--- config.mk ---
export PLATFORM = sky130hd
export DESIGN_NAME = dmem_mmio
export DESIGN_NICKNAME = d
export VERILOG_FILES = /design/src/rtl/dmem_mmio_pkg.sv /design/src/rtl/dmem_timer.sv /design/src/rtl/dmem_mmio.sv
export SDC_FILE = /design/constraint.sdc
export NUM_CORES = 2
export LEC_CHECK = 0
export BUFFER_PORTS_ARGS = -buffer_cell sky130_fd_sc_hd__clkbuf_2
export CAP_MARGIN = 20
export CELL_PAD_IN_SITES_DETAIL_PLACEMENT = 0
export CELL_PAD_IN_SITES_GLOBAL_PLACEMENT = 1
export CORE_MARGIN = 1
export CORE_UTILIZATION = 51
export CTS_CLUSTER_DIAMETER = 120
export DETAILED_ROUTE_END_ITERATION = 7
export PLACE_DENSITY_LB_ADDON = 0.1
export REMOVE_ABC_BUFFERS = 1
export SYNTH_ARGS = -nofsm -noshare
export SYNTH_HDL_FRONTEND = slang
export SYNTH_SLANG_ARGS = --single-unit
--- constraint.sdc ---
create_clock -name clock -period 3 [get_ports clock]
set_input_delay 0.3 -clock clock [delete_from_list [all_inputs] [get_ports clock]]
set_output_delay 0.3 -clock clock [all_outputs]
set_load 0.05 [all_outputs]
--- src/rtl/dmem_mmio_pkg.sv ---
// rtl/dmem_mmio_pkg.sv - shared I/O page offsets and timer control bit positions
package dmem_mmio_pkg;

   localparam logic [7:0] IO_LED    = 8'd0;
   localparam logic [7:0] IO_SW     = 8'd1;
   localparam logic [7:0] IO_TCTRL  = 8'd2;
   localparam logic [7:0] IO_TLOAD  = 8'd3;
   localparam logic [7:0] IO_TCOUNT = 8'd4;
   localparam logic [7:0] IO_CYCLE  = 8'd5;

   localparam int TCTRL_EN         = 0;
   localparam int TCTRL_AUTORELOAD = 1;
   localparam int TCTRL_TFLAG      = 2;
   localparam int TCTRL_IRQEN      = 3;

endpackage

--- src/rtl/dmem_timer.sv ---
// rtl/dmem_timer.sv - prescaled down-counter with reload, sticky flag and interrupt
module dmem_timer
   import dmem_mmio_pkg::*;
#(
   parameter int PRESCALE = 1
) (
   input  logic        clock,
   input  logic        reset,
   input  logic        wr_tctrl,
   input  logic        wr_tload,
   input  logic        wr_tcount,
   input  logic [15:0] wdata,
   output logic [15:0] tctrl,
   output logic [15:0] tload,
   output logic [15:0] tcount,
   output logic        timer_irq
);

   logic        en;
   logic        autoreload;
   logic        irqen;
   logic        tflag;
   logic [15:0] presc;
   logic        tick;
   logic        expire;

   assign tick   = en && (presc == 16'(PRESCALE - 1));
   assign expire = tick && (tcount == 16'd1);

   always_ff @(posedge clock or negedge reset) begin
      if (!reset) begin
         en         <= 1'b0;
         autoreload <= 1'b0;
         irqen      <= 1'b0;
         tflag      <= 1'b0;
         presc      <= '0;
         tload      <= '0;
         tcount     <= '0;
      end else begin
         // any control write restarts the prescale period from zero
         if (wr_tctrl || !en || tick) presc <= '0;
         else                         presc <= presc + 16'd1;

         if (wr_tctrl) begin
            en         <= wdata[TCTRL_EN];
            autoreload <= wdata[TCTRL_AUTORELOAD];
            irqen      <= wdata[TCTRL_IRQEN];
         end

         if (expire)                             tflag <= 1'b1;
         else if (wr_tctrl && wdata[TCTRL_TFLAG]) tflag <= 1'b0;

         if (wr_tload) tload <= wdata;

         if (wr_tcount)                        tcount <= wdata;
         else if (expire)                      tcount <= autoreload ? tload : 16'd0;
         else if (tick && (tcount != 16'd0))   tcount <= tcount - 16'd1;
      end
   end

   always_comb begin
      tctrl                   = '0;
      tctrl[TCTRL_EN]         = en;
      tctrl[TCTRL_AUTORELOAD] = autoreload;
      tctrl[TCTRL_TFLAG]      = tflag;
      tctrl[TCTRL_IRQEN]      = irqen;
   end

   assign timer_irq = tflag & irqen;

endmodule

--- src/rtl/dmem_mmio.sv ---
// rtl/dmem_mmio.sv - CPU data-side RAM plus memory-mapped LED/switch/timer/cycle page
module dmem_mmio
   import dmem_mmio_pkg::*;
#(
   parameter int         RAM_WORDS = 240,
   parameter logic [7:0] IO_BASE   = 8'hF0,
   parameter int         PRESCALE  = 1
) (
   input  logic        clock,
   input  logic        reset,
   input  logic [7:0]  d_addr,
   input  logic        d_we,
   input  logic [15:0] d_dataout,
   output logic [15:0] d_datain,
   input  logic [15:0] sw,
   output logic [15:0] led,
   output logic        timer_irq
);

   logic [15:0] ram [RAM_WORDS];
   logic        ram_hit;
   logic        io_hit;
   logic [7:0]  io_off;
   logic [15:0] sw_meta;
   logic [15:0] sw_sync;
   logic [15:0] cycle;
   logic [15:0] tctrl;
   logic [15:0] tload;
   logic [15:0] tcount;
   logic        io_we;

   assign ram_hit = int'(d_addr) < RAM_WORDS;
   assign io_hit  = d_addr >= IO_BASE;
   assign io_off  = d_addr - IO_BASE;
   assign io_we   = d_we && io_hit;

   // RAM is not reset, but a write must never land while reset is held
   always_ff @(posedge clock) begin
      if (reset && d_we && ram_hit) ram[d_addr] <= d_dataout;
   end

   always_ff @(posedge clock or negedge reset) begin
      if (!reset) begin
         led     <= '0;
         sw_meta <= '0;
         sw_sync <= '0;
         cycle   <= '0;
      end else begin
         if (io_we && io_off == IO_LED) led <= d_dataout;
         sw_meta <= sw;
         sw_sync <= sw_meta;
         cycle   <= cycle + 16'd1;
      end
   end

   dmem_timer #(.PRESCALE(PRESCALE)) u_timer (
      .clock     (clock),
      .reset     (reset),
      .wr_tctrl  (io_we && io_off == IO_TCTRL),
      .wr_tload  (io_we && io_off == IO_TLOAD),
      .wr_tcount (io_we && io_off == IO_TCOUNT),
      .wdata     (d_dataout),
      .tctrl     (tctrl),
      .tload     (tload),
      .tcount    (tcount),
      .timer_irq (timer_irq)
   );

   always_comb begin
      d_datain = '0;
      if (ram_hit) begin
         d_datain = ram[d_addr];
      end else if (io_hit) begin
         case (io_off)
            IO_LED:    d_datain = led;
            IO_SW:     d_datain = sw_sync;
            IO_TCTRL:  d_datain = tctrl;
            IO_TLOAD:  d_datain = tload;
            IO_TCOUNT: d_datain = tcount;
            IO_CYCLE:  d_datain = cycle;
            default:   d_datain = '0;
         endcase
      end
   end

endmodule

==> flow_metrics.py <==
metrics = {
    "outcome": {
        "outcome": "finished with violations",
        "violations": "hold timing, setup timing",
    },
    "floorplan": {
        "rows": 200,
        "initial_core_util": 0.513,
        "fp.dieH_um": 548,
        "core_sq_um": 297000,
        "die-area_sq_um": 301000,
        "die_w_um": 548,
        "ios": 76,
    },
    "global_routing": {
        "grt_pass1_wl_um": 649000,
        "grt_antenna_before_repair": 25,
        "grt_max_degree": 115,
        "grt_util_all_layers": 0.313,
        "globalRouteOverflowTotal": 0,
        "grt_pass1_vias": 81382,
    },
    "power": {
        "p_leak_uw": 0.0606,
        "pwr-share-seq": 0.517,
        "power_density_nw_per_um2": 640,
        "ir_drop_mv": 0.731,
        "combPwrFrac": 0.066,
        "cell_internal_pwr_uw": 91800,
        "power_frac_clock": 0.417,
        "netSwitchingPower_uw": 26400,
        "switching_share": 0.223,
    },
    "cells_and_area": {
        "final_common_cell": "edfxtp_1",
        "n_fill_cell": 20597,
        "area_growth_pct": 21.3,
        "stdcell_count": 12860,
        "layout.nets": 8634,
        "drive_gt1_frac": 0.349,
        "fin_util": 0.622,
        "most-common-layout-cells": "edfxtp_1, mux4_2, buf_4",
    },
    "routing": {
        "drc": 0,
        "ant_nets": 0,
        "drt_first_pass_iters": 6,
        "vias_per_cell": 6.41,
        "routed_wl_um": 469000,
        "vias": 82424,
        "drt-initial-drc-count": 10004,
        "wl_per_cell_um": 36.5,
    },
    "timing": {
        "holdWs_ns": -0.00982,
        "tightest_slew_ns": 1.24,
        "slew_viol_final": 0,
        "finalSetupTns_ns": -14.06,
        "setup_slack_ns": -1.22,
        "skew_ns": 0.0202,
        "fmax_mhz": 237,
        "relSlewSlack": 0.174,
        "hold_viol": 1,
        "rsz0062_at_grt": "yes",
        "min_period_ns": 4.22,
        "fin_crit_sh": 1.41,
        "setup_viol": 16,
    },
    "synthesis": {
        "synth.yosys.seq_area_share": 0.776,
        "async_flop_share": 0.0293,
        "ys_ff_latch": 3956,
        "syn_area_sq_um": 152000,
        "syn_avg_cell_area_sq_um": 21.1,
        "synthesis.yosys.warnings": 0,
        "synth_ff_type": "edfxtp_1",
        "yosysUniqueCellTypes": 69,
        "syn_inst": 7228,
        "synth_edf_count": 3840,
    },
    "critical_path": {
        "reg2reg_depth": 6,
        "cp-start-kind": "flip-flop",
        "worstPathRequired_ns": 2.70,
        "r2r_end": "u_timer.tcount[15]",
        "cpPeakStageDelay_ns": 0.58,
        "crit_fanout": 1,
        "worstPathArrival_ns": 3.92,
        "setup.worst_path.end_class": "output pin",
        "cp_num_buf_inv": 2,
        "crit_type": "flip-flop to output pin",
        "cp_slowest_cell": "mux4_2",
        "path_cells": "mux4_2 -> mux4_2 -> a2111oi_4 -> buf_4 -> nand2_4 -> a221o_2 -> buf_12",
        "rr_startpoint": "u_timer.tcount[10]",
        "timing.critical_path.mode_cell": "mux4_2",
        "r2r_slack_ns": 0.24,
        "crit_family": "multiplexers",
    },
    "clock_tree": {
        "cts_setup_buffers": 0,
        "cts_made_buffers": 402,
        "cts_num_sinks": 3956,
        "clockBufferDepth": 4,
        "root_buffer": "clkbuf_16",
        "htreeDepth": 5,
        "clk_pin_slew_ns": 0.06,
        "clk_latency_ns": 0.97,
        "cts_tree": "done",
    },
    "placed_design": {
        "hpwlAfterDp_um": 308000,
        "gp_congestion": 0.908,
        "dpl.cell_count": 12100,
        "port_buffers": 75,
    },
    "worst_hold_path": {
        "hold_depth": 1,
        "hold_start": "d_dataout[1]",
        "whs_endpoint": "ram[53][1]",
        "hp-class": "primary input to flip-flop",
    },
    "flow_run": {
        "cap_violations": 0,
    },
}
## layout make-up
type | instances | area (sq um) | area share
Multi-Input combinational cell | 2841 | 33400 | 0.181
Antenna cell | 8 | 20.0 | 0.000108
Sequential cell | 3956 | 118000 | 0.640
Clock inverter | 232 | 2320 | 0.0126
Tap cell | 3939 | 4930 | 0.0267
Inverter | 18 | 77.6 | 0.000420
Timing Repair Buffer | 1366 | 15200 | 0.0823
Clock buffer | 500 | 10600 | 0.0572
## per-layer routing
| layer | part of all wire | GRT usage |
|---|---|---|
| met5 | 0.00022 | 0 |
| met2 | 0.48 | 0.504 |
| met4 | 0.047 | 0.133 |
| met1 | 0.39 | 0.433 |
| met3 | 0.079 | 0.0442 |
## cell usage after synthesis (all sizes together) (3+ instances only)
library cell | count | area (sq um)
edfxtp | 3840 | 115000
a32oi | 18 | 158
nor2 | 385 | 1450
and2 | 11 | 68.8
o211ai | 22 | 165
nand4b | 3 | 26.3
o22ai | 124 | 776
a41oi | 3 | 26.3
mux4 | 887 | 20000
mux2i | 198 | 1980
a211o | 5 | 43.8
nor4bb | 3 | 30.0
a31oi | 17 | 106
or2 | 3 | 18.8
xnor2 | 21 | 184
dfrtp | 116 | 2900
a311oi | 11 | 96.3
nor2b | 14 | 87.6
o221ai | 47 | 412
clkbuf | 173 | 649
a221o | 5 | 50.1
a2111oi | 13 | 114
buf | 240 | 1320
and3 | 47 | 294
a211oi | 25 | 188
nor3 | 42 | 215
xor2 | 17 | 149
o22a | 12 | 105
nand2b | 12 | 75.1
inv | 18 | 67.6
a21oi | 137 | 686
or4 | 6 | 56.3
nand2 | 283 | 1060
o2111ai | 3 | 26.3
a222oi | 6 | 60.1
mux2 | 74 | 833
ha | 6 | 75.1
a22oi | 131 | 983
or3 | 12 | 75.1
a221oi | 16 | 140
nand4 | 28 | 175
nand3 | 93 | 465
o21ai | 64 | 320
nor4 | 14 | 87.6
## worst register-to-register path: stages, from the launching register on
cell and delay [ns]:
dfrtp_1 0.43, or4_4 0.57, or4_4 0.47, or4_4 0.68, a211o_1 0.32, o211ai_1 0.07
o21ai_1 0.10
## flip-flops by register name, summed over array words and instances (netlist names), 16 cells and up
name	flops
u_timer.tcount	16
u_timer.presc	16
led	16
cycle	16
sw_sync	16
u_timer.tload	16
ram	3840
sw_meta	16
## through the flow
stage          worst slack [ns]  power [uW]  area, sq um
6_report                  -1.22      118000       185000
5_1_grt                   -1.24      121000       185000
4_1_cts                   -1.24      119000       184000
3_5_place_dp              -1.65       69900       171000
3_3_place_gp              -1.86       69700       171000
2_1_floorplan             -1.31       64700       150000
## worst max path at each step
| stage | from | endpoint | slack [ns] | cells past startpoint |
|---|---|---|---|---|
| after global placement | d_addr[0] | d_datain[11] | -1.86 | 12 |
| after detailed placement | d_addr[0] | d_datain[5] | -1.65 | 12 |
| after CTS | ram[145][12] | d_datain[12] | -1.24 | 7 |
| after floorplan | d_addr[2] | d_datain[14] | -1.31 | 7 |
| after global routing | ram[144][12] | d_datain[12] | -1.24 | 7 |
| final | ram[145][12] | d_datain[12] | -1.22 | 7 |
## power by group through the flow
| stage | logic (uW) | registers [uW] | clock network, uW |
|---|---|---|---|
| 3_5_place_dp | 7640 | 62200 | 0 |
| 4_1_cts | 7800 | 61000 | 49800 |
| 5_1_grt | 8120 | 61000 | 51800 |
| 2_1_floorplan | 2560 | 62100 | 0 |
| 3_3_place_gp | 7550 | 62200 | 0 |
| 6_report | 7840 | 61100 | 49300 |
## timing repair
item	CTS	global route
cloned	0	0
endpoints found under the hold margin	445	0
resized for setup	163	35
endpoints found under the setup margin	16	16
hold buffers	40	0
pin swaps	57	29
## kinds of logic (layout without fill, tap and decap cells)
group,after synthesis,count (layout),synth area share
XOR/XNOR,38,38,0.00219
adder cells (fa/ha/maj),6,6,0.000493
other,0,8,0
flip-flops,3956,3956,0.776
buffers and inverters,431,2116,0.0134
AO/OA/AOI/OAI,674,674,0.0301
multiplexers,1159,1159,0.150
AND/OR/NAND/NOR,964,964,0.0280
Note: power is estimated with default switching activity, not from simulation.
